$ cat src/rtl/cp0_timer_if.sv
// rtl/cp0_timer_if.sv - CP0 timer software, exception and interrupt bus
// master drives reads, writes, exception/ERET commits and interrupt lines; slave is the CP0 block.
interface cp0_timer_if #(
    parameter int HW_INTR_N = 6
);
    logic [4:0]           rd_addr;
    logic [31:0]          rd_data;
    logic                 wr_en;
    logic [4:0]           wr_addr;
    logic [31:0]          wr_data;
    logic                 exc_we;
    logic                 exc_bd;
    logic [4:0]           exc_code;
    logic [31:0]          exc_epc;
    logic [31:0]          exc_bva;
    logic                 eret;
    logic [HW_INTR_N-1:0] hard_intr;
    logic [7:0]           intr_vect;
    logic [31:0]          er_epc;
    logic                 timer_intr;

    modport master (
        output rd_addr, wr_en, wr_addr, wr_data,
        output exc_we, exc_bd, exc_code, exc_epc, exc_bva, eret, hard_intr,
        input  rd_data, intr_vect, er_epc, timer_intr
    );

    modport slave (
        input  rd_addr, wr_en, wr_addr, wr_data,
        input  exc_we, exc_bd, exc_code, exc_epc, exc_bva, eret, hard_intr,
        output rd_data, intr_vect, er_epc, timer_intr
    );
endinterface

$ cat src/rtl/cp0_timer.sv
// rtl/cp0_timer.sv - CP0 BadVAddr/Status/Cause/EPC with optional Count/Compare timer
// Define CP0_TIMER_EN to build Count (reg 9), Compare (reg 11) and the timer interrupt.
module cp0_timer #(
    parameter int HW_INTR_N = 6,
    parameter int COUNT_DIV = 2
) (
    input  logic        clk,
    input  logic        rst,
    cp0_timer_if.slave  bus
);
    logic [31:0]          badvaddr_q, badvaddr_d;
    logic [31:0]          epc_q, epc_d;
    logic [7:0]           im_q, im_d;
    logic                 exl_q, exl_d;
    logic                 ie_q, ie_d;
    logic                 bd_q, bd_d;
    logic [4:0]           exccode_q, exccode_d;
    logic [1:0]           ip_sw_q, ip_sw_d;
    logic [HW_INTR_N-1:0] ip_hw_q;

    logic        sw_we;
    logic        ti_cur;
    logic [31:0] count_rd, compare_rd;
    logic [5:0]  hw_ip;
    logic [31:0] status_rd, cause_rd;

    // Lower-priority events in the same cycle are dropped, so a software write only counts when alone.
    assign sw_we = bus.wr_en & ~bus.exc_we & ~bus.eret;

    always_comb begin
        badvaddr_d = badvaddr_q;
        epc_d      = epc_q;
        im_d       = im_q;
        exl_d      = exl_q;
        ie_d       = ie_q;
        bd_d       = bd_q;
        exccode_d  = exccode_q;
        ip_sw_d    = ip_sw_q;
        if (bus.exc_we) begin
            bd_d       = bus.exc_bd;
            exccode_d  = bus.exc_code;
            exl_d      = 1'b1;
            epc_d      = bus.exc_epc;
            badvaddr_d = bus.exc_bva;
        end else if (bus.eret) begin
            exl_d = 1'b0;
        end else if (bus.wr_en) begin
            case (bus.wr_addr)
                5'd12: begin
                    im_d  = bus.wr_data[15:8];
                    exl_d = bus.wr_data[1];
                    ie_d  = bus.wr_data[0];
                end
                5'd13:   ip_sw_d = bus.wr_data[9:8];
                5'd14:   epc_d   = bus.wr_data;
                default: ;
            endcase
        end
    end

    always_ff @(posedge clk or negedge rst) begin
        if (!rst) begin
            badvaddr_q <= '0;
            epc_q      <= '0;
            im_q       <= '0;
            exl_q      <= 1'b0;
            ie_q       <= 1'b0;
            bd_q       <= 1'b0;
            exccode_q  <= '0;
            ip_sw_q    <= '0;
            ip_hw_q    <= '0;
        end else begin
            badvaddr_q <= badvaddr_d;
            epc_q      <= epc_d;
            im_q       <= im_d;
            exl_q      <= exl_d;
            ie_q       <= ie_d;
            bd_q       <= bd_d;
            exccode_q  <= exccode_d;
            ip_sw_q    <= ip_sw_d;
            ip_hw_q    <= bus.hard_intr;
        end
    end

`ifdef CP0_TIMER_EN
    localparam logic [3:0] DIV_LAST = 4'(COUNT_DIV - 1);

    logic [3:0]  div_q, div_d;
    logic [31:0] count_q, count_d;
    logic [31:0] compare_q, compare_d;
    logic        ti_q, ti_d;
    logic        count_wr, cmp_wr, div_wrap;

    assign count_wr = sw_we && (bus.wr_addr == 5'd9);
    assign cmp_wr   = sw_we && (bus.wr_addr == 5'd11);
    assign div_wrap = (div_q == DIV_LAST);

    always_comb begin
        div_d     = div_q + 4'd1;
        count_d   = count_q;
        compare_d = compare_q;
        ti_d      = ti_q;
        if (count_wr) begin
            div_d   = 4'd0;
            count_d = bus.wr_data;
        end else if (div_wrap) begin
            div_d   = 4'd0;
            count_d = count_q + 32'd1;
        end
        // A Compare write wins over a match landing on the same edge.
        if (cmp_wr) begin
            compare_d = bus.wr_data;
            ti_d      = 1'b0;
        end else if (!count_wr && div_wrap && (count_q + 32'd1 == compare_q)) begin
            ti_d = 1'b1;
        end
    end

    always_ff @(posedge clk or negedge rst) begin
        if (!rst) begin
            div_q     <= '0;
            count_q   <= '0;
            compare_q <= '0;
            ti_q      <= 1'b0;
        end else begin
            div_q     <= div_d;
            count_q   <= count_d;
            compare_q <= compare_d;
            ti_q      <= ti_d;
        end
    end

    assign count_rd   = count_wr ? bus.wr_data : count_q;
    assign compare_rd = cmp_wr ? bus.wr_data : compare_q;
    assign ti_cur     = ti_q;
`else
    assign count_rd   = '0;
    assign compare_rd = '0;
    assign ti_cur     = 1'b0;
`endif

    // hw_ip holds IP7..IP2; IP7 also carries the timer interrupt.
    always_comb begin
        hw_ip = '0;
        for (int i = 0; i < HW_INTR_N; i++) begin
            hw_ip[i] = ip_hw_q[i];
        end
        hw_ip[5] = hw_ip[5] | ti_cur;
    end

    // Read views use the _d values so the winning same-cycle update is visible immediately.
    assign status_rd = {16'd0, im_d, 6'd0, exl_d, ie_d};
    assign cause_rd  = {bd_d, ti_cur, 14'd0, hw_ip, ip_sw_d, 1'b0, exccode_d, 2'b00};

    always_comb begin
        case (bus.rd_addr)
            5'd8:    bus.rd_data = badvaddr_d;
            5'd9:    bus.rd_data = count_rd;
            5'd11:   bus.rd_data = compare_rd;
            5'd12:   bus.rd_data = status_rd;
            5'd13:   bus.rd_data = cause_rd;
            5'd14:   bus.rd_data = epc_d;
            default: bus.rd_data = '0;
        endcase
    end

    assign bus.intr_vect  = (ie_q && !exl_q) ? ({hw_ip, ip_sw_q} & im_q) : 8'h00;
    assign bus.er_epc     = epc_q;
    assign bus.timer_intr = ti_cur;
endmodule
$ cat src/flat_wrapper.sv
// flat-port wrapper written by rule: the top's interface ports become plain ports
module cp0_timer_flat 
#(
    parameter int HW_INTR_N = 6,
    parameter int COUNT_DIV = 2
)
  (clk, rst, bus_rd_addr, bus_wr_en, bus_wr_addr, bus_wr_data, bus_exc_we, bus_exc_bd, bus_exc_code, bus_exc_epc, bus_exc_bva, bus_eret, bus_hard_intr, bus_rd_data, bus_intr_vect, bus_er_epc, bus_timer_intr);
  cp0_timer_if #(.HW_INTR_N(HW_INTR_N)) bus_i ();
  input  logic clk;
  input  logic rst;
  input wire logic [$bits(bus_i.rd_addr)-1:0] bus_rd_addr;
  input wire logic [$bits(bus_i.wr_en)-1:0] bus_wr_en;
  input wire logic [$bits(bus_i.wr_addr)-1:0] bus_wr_addr;
  input wire logic [$bits(bus_i.wr_data)-1:0] bus_wr_data;
  input wire logic [$bits(bus_i.exc_we)-1:0] bus_exc_we;
  input wire logic [$bits(bus_i.exc_bd)-1:0] bus_exc_bd;
  input wire logic [$bits(bus_i.exc_code)-1:0] bus_exc_code;
  input wire logic [$bits(bus_i.exc_epc)-1:0] bus_exc_epc;
  input wire logic [$bits(bus_i.exc_bva)-1:0] bus_exc_bva;
  input wire logic [$bits(bus_i.eret)-1:0] bus_eret;
  input wire logic [$bits(bus_i.hard_intr)-1:0] bus_hard_intr;
  output wire logic [$bits(bus_i.rd_data)-1:0] bus_rd_data;
  output wire logic [$bits(bus_i.intr_vect)-1:0] bus_intr_vect;
  output wire logic [$bits(bus_i.er_epc)-1:0] bus_er_epc;
  output wire logic [$bits(bus_i.timer_intr)-1:0] bus_timer_intr;
  assign bus_i.rd_addr = bus_rd_addr;
  assign bus_i.wr_en = bus_wr_en;
  assign bus_i.wr_addr = bus_wr_addr;
  assign bus_i.wr_data = bus_wr_data;
  assign bus_i.exc_we = bus_exc_we;
  assign bus_i.exc_bd = bus_exc_bd;
  assign bus_i.exc_code = bus_exc_code;
  assign bus_i.exc_epc = bus_exc_epc;
  assign bus_i.exc_bva = bus_exc_bva;
  assign bus_i.eret = bus_eret;
  assign bus_i.hard_intr = bus_hard_intr;
  assign bus_rd_data = bus_i.rd_data;
  assign bus_intr_vect = bus_i.intr_vect;
  assign bus_er_epc = bus_i.er_epc;
  assign bus_timer_intr = bus_i.timer_intr;
  cp0_timer #(.HW_INTR_N(HW_INTR_N), .COUNT_DIV(COUNT_DIV)) u_core (.clk(clk), .rst(rst), .bus(bus_i));
endmodule
$ cat config.mk
export PLATFORM = sky130hd
export DESIGN_NAME = cp0_timer_flat
export DESIGN_NICKNAME = d
export VERILOG_FILES = /design/src/rtl/cp0_timer_if.sv /design/src/rtl/cp0_timer.sv /design/src/flat_wrapper.sv
export SDC_FILE = /design/constraint.sdc
export NUM_CORES = 1
export LEC_CHECK = 0
export ABC_AREA = 1
export CORE_MARGIN = 5
export CORE_UTILIZATION = 47
export CTS_CLUSTER_SIZE = 28
export DETAILED_ROUTE_END_ITERATION = 8
export MAX_ROUTING_LAYER = met4
export PLACE_DENSITY = 0.86
export SYNTH_ARGS = -nofsm -noshare
export SYNTH_HDL_FRONTEND = slang
export SYNTH_SLANG_ARGS = --single-unit
$ cat constraint.sdc
create_clock -name clk -period 1.79 [get_ports clk]
set_input_delay 0.2685 -clock clk [delete_from_list [all_inputs] [get_ports clk]]
set_output_delay 0.2685 -clock clk [all_outputs]
set_load 0.05 [all_outputs]
==> summary.txt <==
status -> complete, but fails checks
failing checks -> negative setup slack
Port Buffer Count -> 194
Die Wd -> 111.9 um
Area contributors post-synth -> dfrtp_1 45%, nand2_1 14%, nand3_1 8.3%
top-area cell type share of the netlist area -> 45.08%
# setup viols final -> 22
DR pass1 iterations -> 5
drt via density -> 5.891
endpoints failing hold -> 0
Fmax -> 0.5224 GHz
overall routing resource usage -> 32.28%
min-delay worst type -> in -> async
Root Driver -> clkbuf_8
Ys Warns -> 0
Final period util -> 106.9%
starting density of the core -> 47.74%
Post-Syn Area per Cell -> 8.422 um2
Final Power -> 0.005548 W
synth unique cells -> 33
Layout area overhead -> 85.37%
later-pin clock latency in the skew report -> 0.35 ns
CP bufs+invs -> 4
DP Cell Count -> 908
max_cap viols -> 0
Final GP Congestion -> 0.8796
Setup crit end kind -> primary output
final worst slack -> -0.1243 ns
ys flop type -> dfrtp_1
Setup Skew -> 0 ns
Initial DRC Count -> 617
Worst slew margin -> 66.22%
Finished Layout Cells -> 982
EDFF count, synth -> 0
Core Rows -> 37
vias in the first global route -> 5822
initial antenna violation count -> 0
power density over the cells -> 612.7 mW/mm2
Clock Pin Slew Worst Setup and Hold Paths -> 0.09 ns
Core Util, Final -> 88.50%
slowest stage cell, crit path -> nor2_2
share of layout cells above drive strength 1 -> 41.84%
Post-route DRC -> 0
net count reported at finish -> 964
H-tree depth -> 3
worst-case clock buffer depth -> 2
Antenna Nets Post-Route -> 0
R2R Setup Slk -> 0.29 ns
total vias in the final route -> 5785
RSZ-0062 raised after global routing -> true
CP Data Required Time -> 1.52 ns
crit path cell chain -> buf_2, nand2_4, nor2_8, buf_6, clkbuf_16, nand3_1, nand3_1, nand2_1, nor2_2, nand2_4, buf_12
I/O pin count -> 196
VDD IR max -> 0.4422 mV
Seq cells post-synth -> 88
area of the core -> 0.01023 mm2
total CTS buffers -> 9
Post-synth ARST share -> 100.0%
GRT overflow -> 0
cell taking the most area after synthesis -> dfrtp_1
fillcell total -> 445
post-synthesis cell area -> 0.004885 mm2
TritonCTS clock tree -> built
largest net degree at the start of global routing -> 41
# diodes -> 0
family with the most delay on the worst path -> simple AND/OR/NAND/NOR gates
first-pass GRT wire length -> 31.03 mm
DR WL/cell -> 23.63 um
slowest stage delay, CP -> 0.18 ns
Cells after Synth -> 580
Total Wirelength -> 23.21 mm
crit path launch type -> primary input
Chip Height -> 111.9 um
TritonCTS Sinks -> 88
critical path data arrival time -> 1.65 ns
Seq/Total Area, Yosys -> 45.08%
CP max FO -> 6
critical path class -> in -> out
Die Footprint -> 0.01253 mm2
Slew @ Worst Pin -> 0.5088 ns
HPWL after DPL -> 12.47 mm
Tmin final -> 1.914 ns
static leakage -> 4.051 nW
Mapped Nets -> 703
Max Slew Vio Count -> 0
worst register-to-register path, cell delays in order (launching register included):
cell	delay, ns
dfrtp_1	0.43
nand2_4	0.10
nand3_4	0.06
buf_4	0.13
buf_4	0.12
buf_4	0.12
buf_4	0.12
buf_4	0.12
buf_4	0.12
o21a_1	0.09
area by class of cell:
cell class                      count  area, um2  share of cell area, %
Inverter                           38      150.1                  1.658
Clock inverter                      4      51.30                 0.5665
Tap cell                          136      170.2                  1.879
Multi-Input combinational cell    419       3064                  33.84
Clock buffer                       12      165.2                  1.824
Sequential cell                    88       2202                  24.32
Timing Repair Buffer              285       3252                  35.91
state kept, by name, summed over array words and instances, names as in the netlist:
| signal | count |
|---|---|
| u_core.exl_q | 1 |
| u_core.exccode_q | 5 |
| u_core.hw_ip | 6 |
| u_core.ie_q | 1 |
| u_core.im_q | 8 |
| u_core.bus.er_epc | 32 |
| u_core.ip_sw_q | 2 |
| u_core.bd_q | 1 |
| u_core.badvaddr_q | 32 |
metal layers:
layer / global-route usage [%] / routed length [um] / part of all wire [%] / vias up
met1: 37.54 / 8273 / 36 / 2775
met4: 14.18 / 1291 / 5.6 / 0
met5: - / 0 / 0 / -
met2: 54.32 / 11710 / 50 / 467
met3: 6.304 / 1932 / 8.3 / 125
li1: - / - / - / 2418
power by group:
part           leakage [nW]  internal [W]  total, W  switching [W]
sequential             1.02       0.00216   0.00228       0.000125
combinational          2.92      0.000760   0.00175       0.000988
clock                 0.109      0.000761   0.00152       0.000756
total                  4.05       0.00368   0.00555        0.00187
stage by stage:
step / hold slack [ns] / cell area (um2) / TNS [ns] / worst slack [ns]
finish: 0.3413 / 9055 / -0.8859 / -0.1243
global route: 0.3546 / 9055 / -2.442 / -0.1889
CTS: 0.3337 / 8376 / -0.05693 / -0.01272
detailed placement: 0.1801 / 7268 / -10.20 / -0.3766
global placement: 0.1724 / 7268 / -8.906 / -0.3294
floorplan: -0.02709 / 4885 / -0.1504 / -0.07522
kinds of logic after synthesis:
logic type | after synthesis | share of synthesized area (%)
buffers and inverters | 74 | 8.427
other | 1 | 0.07677
AOI/OAI and AO/OA | 67 | 11.55
and+or+nand+nor | 346 | 34.04
muxes | 4 | 0.8197
DFF | 88 | 45.08
path summary, 6_finish.rpt:
path                                            start               endpoint  depth (start not counted)
worst max-delay path                   bus_wr_addr[3]         bus_rd_data[9]                         11
worst min-delay path                              rst  u_core.bus.er_epc[15]                          2
worst max register to register  u_core.bus.er_epc[18]  u_core.bus.er_epc[18]                          9
worst min register to register  u_core.badvaddr_q[27]  u_core.badvaddr_q[27]                          2
max in group asynchronous                         rst      u_core.ip_sw_q[0]                          3
min in group clk                     bus_hard_intr[0]        u_core.hw_ip[0]                          1
cell usage in the layout, fill, tap and decap left out, drive strengths merged:
| master | instances |
|---|---|
| nor3 | 3 |
| clkdlybuf4s50 | 107 |
| nand3 | 96 |
| dlygate4sd3 | 1 |
| inv | 38 |
| dlymetal6s2s | 1 |
| o21a | 20 |
| nand4 | 2 |
| o21ai | 17 |
| clkinvlp | 1 |
| o211ai | 20 |
| conb | 1 |
| clkbuf | 17 |
| bufinv | 1 |
| or2 | 22 |
| buf | 158 |
| clkinv | 2 |
| dlygate4sd2 | 13 |
| and2 | 14 |
| dfrtp | 88 |
| mux2i | 4 |
| a22oi | 10 |
| nand2 | 192 |
| nor4 | 1 |
| nor2 | 17 |
synthesized netlist by cell type, types with 2 or more instances:
master	n
nand3_2	13
nor2_1	12
inv_2	2
mux2i_1	4
inv_1	36
nor3_1	2
buf_6	12
o21ai_1	6
dfrtp_1	88
o211ai_2	20
nand2_1	188
or2_1	20
buf_2	11
buf_4	8
o21ai_0	10
nand4_1	2
nor2_2	3
and2_1	14
nand3_1	81
o21a_1	20
a22oi_1	10
clkbuf_1	5
nand2_2	3
repair_timing:
item	in CTS	in global routing
endpoints found under the hold margin	19	0
setup buffers	21	28
pin swaps	37	52
cloned	10	2
resized for setup	182	119
setup endpoints to repair	47	35
hold buffers	1	0
Power figures use the tool's default switching activity.
